$ cat src/rtl/pipeline_stage_reg.sv
// Parametrised inter-stage pipeline register with valid/ready handshake, optional
// 2-entry skid buffer, global stall, bubble-inserting flush and configurable reset PC.
module pipeline_stage_reg #(
    parameter int unsigned           CTRL_WIDTH  = 24,
    parameter int unsigned           DATA_WIDTH  = 128,
    parameter logic [CTRL_WIDTH-1:0] CTRL_BUBBLE = '0,
    parameter logic [31:0]           PC_RESET    = 32'hFFFF_FFFC,
    parameter bit                    SKID_ENABLE = 1'b1
) (
    input  logic                  CLK,
    input  logic                  RESET,
    input  logic                  STALL,
    input  logic                  FLUSH,
    input  logic                  IN_VALID,
    output logic                  IN_READY,
    input  logic [CTRL_WIDTH-1:0] IN_CTRL,
    input  logic [DATA_WIDTH-1:0] IN_DATA,
    input  logic [31:0]           IN_PC,
    output logic                  OUT_VALID,
    input  logic                  OUT_READY,
    output logic [CTRL_WIDTH-1:0] OUT_CTRL,
    output logic [DATA_WIDTH-1:0] OUT_DATA,
    output logic [31:0]           OUT_PC,
    output logic [1:0]            OCCUPANCY
);

    // Handshake: an entry moves when valid and ready are both high at a rising
    // edge with STALL low (and FLUSH low on the input side); neither side may
    // make valid depend on ready.

    // State encoding equals the number of held entries, so OCCUPANCY is the state.
    typedef enum logic [1:0] {
        ST_EMPTY = 2'd0,
        ST_ONE   = 2'd1,
        ST_FULL  = 2'd2
    } state_t;

    state_t                  r_state;
    state_t                  w_state_nxt;
    logic                    r_in_ready;
    logic                    w_in_ready_nxt;

    logic [CTRL_WIDTH-1:0]   r_head_ctrl;
    logic [DATA_WIDTH-1:0]   r_head_data;
    logic [31:0]             r_head_pc;
    logic [CTRL_WIDTH-1:0]   r_skid_ctrl;
    logic [DATA_WIDTH-1:0]   r_skid_data;
    logic [31:0]             r_skid_pc;

    logic [CTRL_WIDTH-1:0]   w_head_ctrl_nxt;
    logic [DATA_WIDTH-1:0]   w_head_data_nxt;
    logic [31:0]             w_head_pc_nxt;
    logic [CTRL_WIDTH-1:0]   w_skid_ctrl_nxt;
    logic [DATA_WIDTH-1:0]   w_skid_data_nxt;
    logic [31:0]             w_skid_pc_nxt;

    logic                    w_out_valid;
    logic                    w_in_ready;
    logic                    w_push;
    logic                    w_pop;

    assign w_out_valid = (r_state != ST_EMPTY);

    // Without the skid entry, ready is taken straight from the downstream side.
    assign w_in_ready = SKID_ENABLE ? r_in_ready
                                    : ((!w_out_valid || OUT_READY) && !STALL);

    assign w_push = IN_VALID && w_in_ready && !STALL && !FLUSH;
    assign w_pop  = w_out_valid && OUT_READY && !STALL;

    always_comb begin
        w_state_nxt     = r_state;
        w_head_ctrl_nxt = r_head_ctrl;
        w_head_data_nxt = r_head_data;
        w_head_pc_nxt   = r_head_pc;
        w_skid_ctrl_nxt = r_skid_ctrl;
        w_skid_data_nxt = r_skid_data;
        w_skid_pc_nxt   = r_skid_pc;

        if (FLUSH) begin
            w_state_nxt = ST_EMPTY;
        end else if (!STALL) begin
            unique case (r_state)
                ST_EMPTY: begin
                    if (w_push) begin
                        w_head_ctrl_nxt = IN_CTRL;
                        w_head_data_nxt = IN_DATA;
                        w_head_pc_nxt   = IN_PC;
                        w_state_nxt     = ST_ONE;
                    end
                end
                ST_ONE: begin
                    if (w_push && w_pop) begin
                        w_head_ctrl_nxt = IN_CTRL;
                        w_head_data_nxt = IN_DATA;
                        w_head_pc_nxt   = IN_PC;
                    end else if (w_push && SKID_ENABLE) begin
                        w_skid_ctrl_nxt = IN_CTRL;
                        w_skid_data_nxt = IN_DATA;
                        w_skid_pc_nxt   = IN_PC;
                        w_state_nxt     = ST_FULL;
                    end else if (w_pop) begin
                        w_state_nxt = ST_EMPTY;
                    end
                end
                ST_FULL: begin
                    if (w_pop) begin
                        w_head_ctrl_nxt = r_skid_ctrl;
                        w_head_data_nxt = r_skid_data;
                        w_head_pc_nxt   = r_skid_pc;
                        w_state_nxt     = ST_ONE;
                    end
                end
                default: begin
                    w_state_nxt = ST_EMPTY;
                end
            endcase
        end

        w_in_ready_nxt = (w_state_nxt != ST_FULL);
    end

    always_ff @(posedge CLK) begin
        if (!RESET) begin
            r_state     <= ST_EMPTY;
            r_in_ready  <= 1'b1;
            r_head_ctrl <= CTRL_BUBBLE;
            r_head_data <= '0;
            r_head_pc   <= PC_RESET;
            r_skid_ctrl <= CTRL_BUBBLE;
            r_skid_data <= '0;
            r_skid_pc   <= '0;
        end else begin
            r_state     <= w_state_nxt;
            r_in_ready  <= w_in_ready_nxt;
            r_head_ctrl <= w_head_ctrl_nxt;
            r_head_data <= w_head_data_nxt;
            r_head_pc   <= w_head_pc_nxt;
            r_skid_ctrl <= w_skid_ctrl_nxt;
            r_skid_data <= w_skid_data_nxt;
            r_skid_pc   <= w_skid_pc_nxt;
        end
    end

    // Bubble control keeps downstream stages that ignore OUT_VALID from writing.
    assign IN_READY  = w_in_ready;
    assign OUT_VALID = w_out_valid;
    assign OUT_CTRL  = w_out_valid ? r_head_ctrl : CTRL_BUBBLE;
    assign OUT_DATA  = r_head_data;
    assign OUT_PC    = r_head_pc;
    assign OCCUPANCY = r_state;

endmodule
$ cat config.mk
export PLATFORM = sky130hd
export DESIGN_NAME = pipeline_stage_reg
export DESIGN_NICKNAME = d
export VERILOG_FILES = /design/src/rtl/pipeline_stage_reg.sv
export SDC_FILE = /design/constraint.sdc
export NUM_CORES = 1
export LEC_CHECK = 0
export ABC_CLOCK_PERIOD_IN_PS = 2600
export CORE_MARGIN = 4
export CORE_UTILIZATION = 33
export CTS_CLUSTER_DIAMETER = 200
export CTS_CLUSTER_SIZE = 25
export DETAILED_ROUTE_END_ITERATION = 8
export SYNTH_ARGS = -nofsm -noshare
export SYNTH_HDL_FRONTEND = slang
export SYNTH_SLANG_ARGS = --single-unit
$ cat constraint.sdc
create_clock -name CLK -period 2.6 [get_ports CLK]
set_input_delay 0.52 -clock CLK [delete_from_list [all_inputs] [get_ports CLK]]
set_output_delay 0.52 -clock CLK [all_outputs]
set_load 0.05 [all_outputs]
---- Yosys cells after proc, flatten, opt, wreduce, memory -nomap -nowiden ----
Index checks and enable logic that the tools add are counted.
word-level totals
  word-level logic and storage cells ...... 51
  output and inout port bits .............. 188
  input bits .............................. 190
  register bits ........................... 371
operators by class
  mux-type cells .......................... 21
  eq/ne operators ......................... 6
  reduce and logical (&&, ||, !) cells .... 13
  bitwise operators ....................... 3
operators with widths
  operator            number
  $mux 128            3
  $pmux 128 s3        1
  $mux 24             4
  $mux 32             3
  $pmux 32 s3         1
  $pmux 24 s3         1
  $mux 2              7
  $ne 2x2->1 const B  4
  $logic_and 1x1->1   6
  $pmux 2 s3          1
  $reduce_and 6->1    1
  $reduce_and 5->1    1
  $not 1->1           3
  $reduce_bool 3->1   1
  $eq 2x1->1 const B  1
  $eq 2x2->1 const B  1
  $logic_not 1->1     2
  $logic_not 2->1     1
  $reduce_bool 2->1   1

---- Longest topological paths before layout ----
  depth in word-level cells ............... 10
  depth in mapped cells ................... 8
  gate-level depth less buffers ........... 4

---- Worst setup path after synthesis ----
No wires, ideal clock.
  path type ............................... register to output
  start ................................... register r_state[0], in the netlist OCCUPANCY[0]
  end ..................................... output port OUT_CTRL[10]
  required time ........................... 2080 ps
  stages on the path, launching flop included .. 5
  slack ................................... 89 ps
  path buffers ............................ 2
  arrival ................................. 1991 ps
  cells stage by stage .................... dfxtp_1 > clkbuf_1 > nor2_1 > clkbuf_1 > nor2b_1
between the ends
  cells in the longest elaborated chain, start to end .. 2
ends and longest elaborated chain
  item                      line  RTL
  start: declaration        38    state_t r_state;
  start signal: assignment  134   r_state <= w_state_nxt;
  $reduce_bool 2->1         62    assign w_out_valid = (r_state != ST_EMPTY);
  $mux 24                   148   assign OUT_CTRL = w_out_valid ? r_head_ctrl : CTRL_BUBBLE;
  end: declaration          21    output logic [CTRL_WIDTH-1:0] OUT_CTRL,
Every way passes these cells.

---- Worst setup path after layout ----
  start ................................... register r_state[1], in the netlist OCCUPANCY[1]
  end ..................................... output port OUT_CTRL[16]
Same word-level chain as after synthesis.

==> results.cfg <==
[critical_path]
critPathLaunchType = flop
required_ps = 2080
worst-setup-path-type = flop to output pin
crit_path_end_kind = output pin
cp_max_fo = 25
crit_arrival_ps = 1960

[yosys]
netlist_area_sq_mm = 0.0155
ys_warn_count = 0
synth_fp_nets = 2094
synth_compound_area_frac = 0.202
avgSynthCellArea_sq_um = 8.14
synthSimpleGateAreaFrac = 0.264
synth_top_flop_cell = dfxtp_1
synthMuxAreaShare = 0
yosysSeqAreaShare = 0.479
ys_ff_latch = 371
yosys.cell_types.count = 27
async_reset_ff_frac = 0
synthCells = 1904
synth-edff-count = 0
synthXorXnorAreaFrac = 0.000565
synthAdderAreaFrac = 0
synth_top_family_by_area = simple AND/OR/NAND/NOR gates

[finish]
finalNonFillerCells = 2793
final_cell_mix = nand2_1, dfxtp_1, clkdlybuf4s50_1
utilization = 0.439
final_area_sq_mm = 0.0204
drive_gt1_frac = 0.0481
syn_to_final_growth_pct = 31.4
fin_nets = 2375
layout_commonest_cell = nand2_1

[sta]
timing.final.ws_setup_ps = 120
worst_pin_slew_ps = 719
maxSlewViolCount = 0
fmax_mhz = 403
clock_skew_ps = 14.2
whs_ps = 311
rsz0062_at_grt = no
setup_viol = 0
period_minus_slack_ps = 2480
post-route-period-util = 0.954
hold_viol_final = 0
setup_tns_ps = 0
slew_headroom = 0.520

[floorplanning]
fp-row-count = 79
start_util = 0.334
ios = 378
die-area_sq_mm = 0.0505
fp.dieH_um = 225
fp.dieW_um = 225
core_area_sq_mm = 0.0465

[clock_network]
numCtsBuffers = 18
htreeDepth = 1
cts_buffer_depth = 3
clock_sinks = 371
cts_tree = built
clock_latency_ps = 540
path_clk_slew_ps = 100
cts_root_buffer = clkbuf_16

[global_route]
busiest_layer = met2
grt_max_degree = 115
grt_pass1_vias = 13119
grt_util_met2 = 0.281
overflow = 0
globalRouteMet1Util = 0.243
gr-usage-all-layers = 0.174
grt_pass1_wl_mm = 73.1
antenna_found_initial = 4
use_met3 = 0.0351

[place]
globalplace.congestion = 0.783
dpl.cell_count = 2772
port_buffers = 377
pre_cts_slack_ps = 78.9
hpwl_mm = 30.8
placed_cell_area_sq_mm = 0.0199

[pwr]
peakVddDrop_mv = 0.450
total_power_mw = 10.7
p_per_area_mw_per_mm2 = 525
p_leak_nw = 9.04

[route]
viasPerCell = 4.96
routed_wl_mm = 46.6
vias = 13858
post_drt_wl_per_cell_um = 16.7
antenna_left = 0
post-route-drc-count = 0
drtIter0Drc = 934
dr.pass1.iters = 6

[hold_path]
hold_path_class = input port to flop

[run_status]
outcome = complete, no violations

[job]
maxCapViolations = 0
-- sequential cells by signal, summed over array words and instances (netlist names) --
name         flops
r_skid_pc       32
r_head_ctrl     24
IN_READY         1
OUT_DATA       128
r_skid_ctrl     24
r_skid_data    128
OUT_PC          32
OCCUPANCY        2
-- where the power goes --
part / switching [mW] / internal [mW] / leakage, nW / total [mW]
registers: 0.0908 / 5.83 / 3.01 / 5.92
clock network: 1.84 / 1.42 / 0.248 / 3.26
logic: 0.850 / 0.680 / 5.78 / 1.53
total: 2.78 / 7.92 / 9.04 / 10.7
-- synthesized netlist by cell type (2+ instances only) --
cell type  instances  share of area
nand2_1          736           0.18
dfxtp_1          371           0.48
nand3_1          154          0.050
o211a_1          154          0.099
a21boi_1         140          0.068
clkbuf_1          72          0.017
buf_2             68          0.022
a21boi_0          44          0.021
nor2_1            33         0.0080
o21ai_0           32          0.010
and3_1            30          0.012
nor2b_1           26          0.010
buf_6             16          0.012
buf_1             10         0.0024
inv_1              3        0.00073
a21oi_1            2        0.00065
nand2b_1           2        0.00081
nor3_1             2        0.00065
-- repair_timing --
action | CTS | global route
gates resized for setup | 2 | 1
endpoints found under the setup margin | 25 | 1
pin swaps | 1 | 0
hold buffers | 0 | 0
buffers inserted | 0 | 0
-- cells by family (layout without fill, tap and decap cells) --
group | Yosys count | in the layout
AO/OA/AOI/OAI | 375 | 375
XOR/XNOR | 1 | 1
buffers and inverters | 169 | 450
flip-flops | 371 | 371
other | 0 | 1
AND/OR/NAND/NOR | 988 | 988
-- critical path, cell delays in order, from the launching register on --
cell	delay, ps
dfxtp_2	400
nor2_4	570
nor2b_1	210
buf_4	250
-- metal layers --
layer  vias to the layer above  wire length [um]  share of wire
met1                      6570             21700           0.46
met5                         -                37        0.00079
li1                       6860                 -              -
met3                        54              2800          0.060
met2                       368             21200           0.46
met4                         6               899          0.019
-- layout make-up --
cell class | instances | area, sq um
Sequential cell | 371 | 7430
Multi-Input combinational cell | 1364 | 7270
Clock buffer | 19 | 475
Timing Repair Buffer | 427 | 4390
Inverter | 3 | 11.3
Tap cell | 607 | 759
Fill cell | 4633 | 26100
Antenna cell | 1 | 2.50
Clock inverter | 1 | 30.0
-- path summary, 6_finish.rpt --
kind,from,slack [ps],end,depth (start not counted)
min,RESET,310,OUT_PC[12],2
max reg2reg,OCCUPANCY[0],670,OUT_DATA[18],7
min reg2reg,r_skid_data[82],460,r_skid_data[82],2
max,OCCUPANCY[1],120,OUT_CTRL[16],3
No activity file was read; power rests on OpenSTA's default activity.
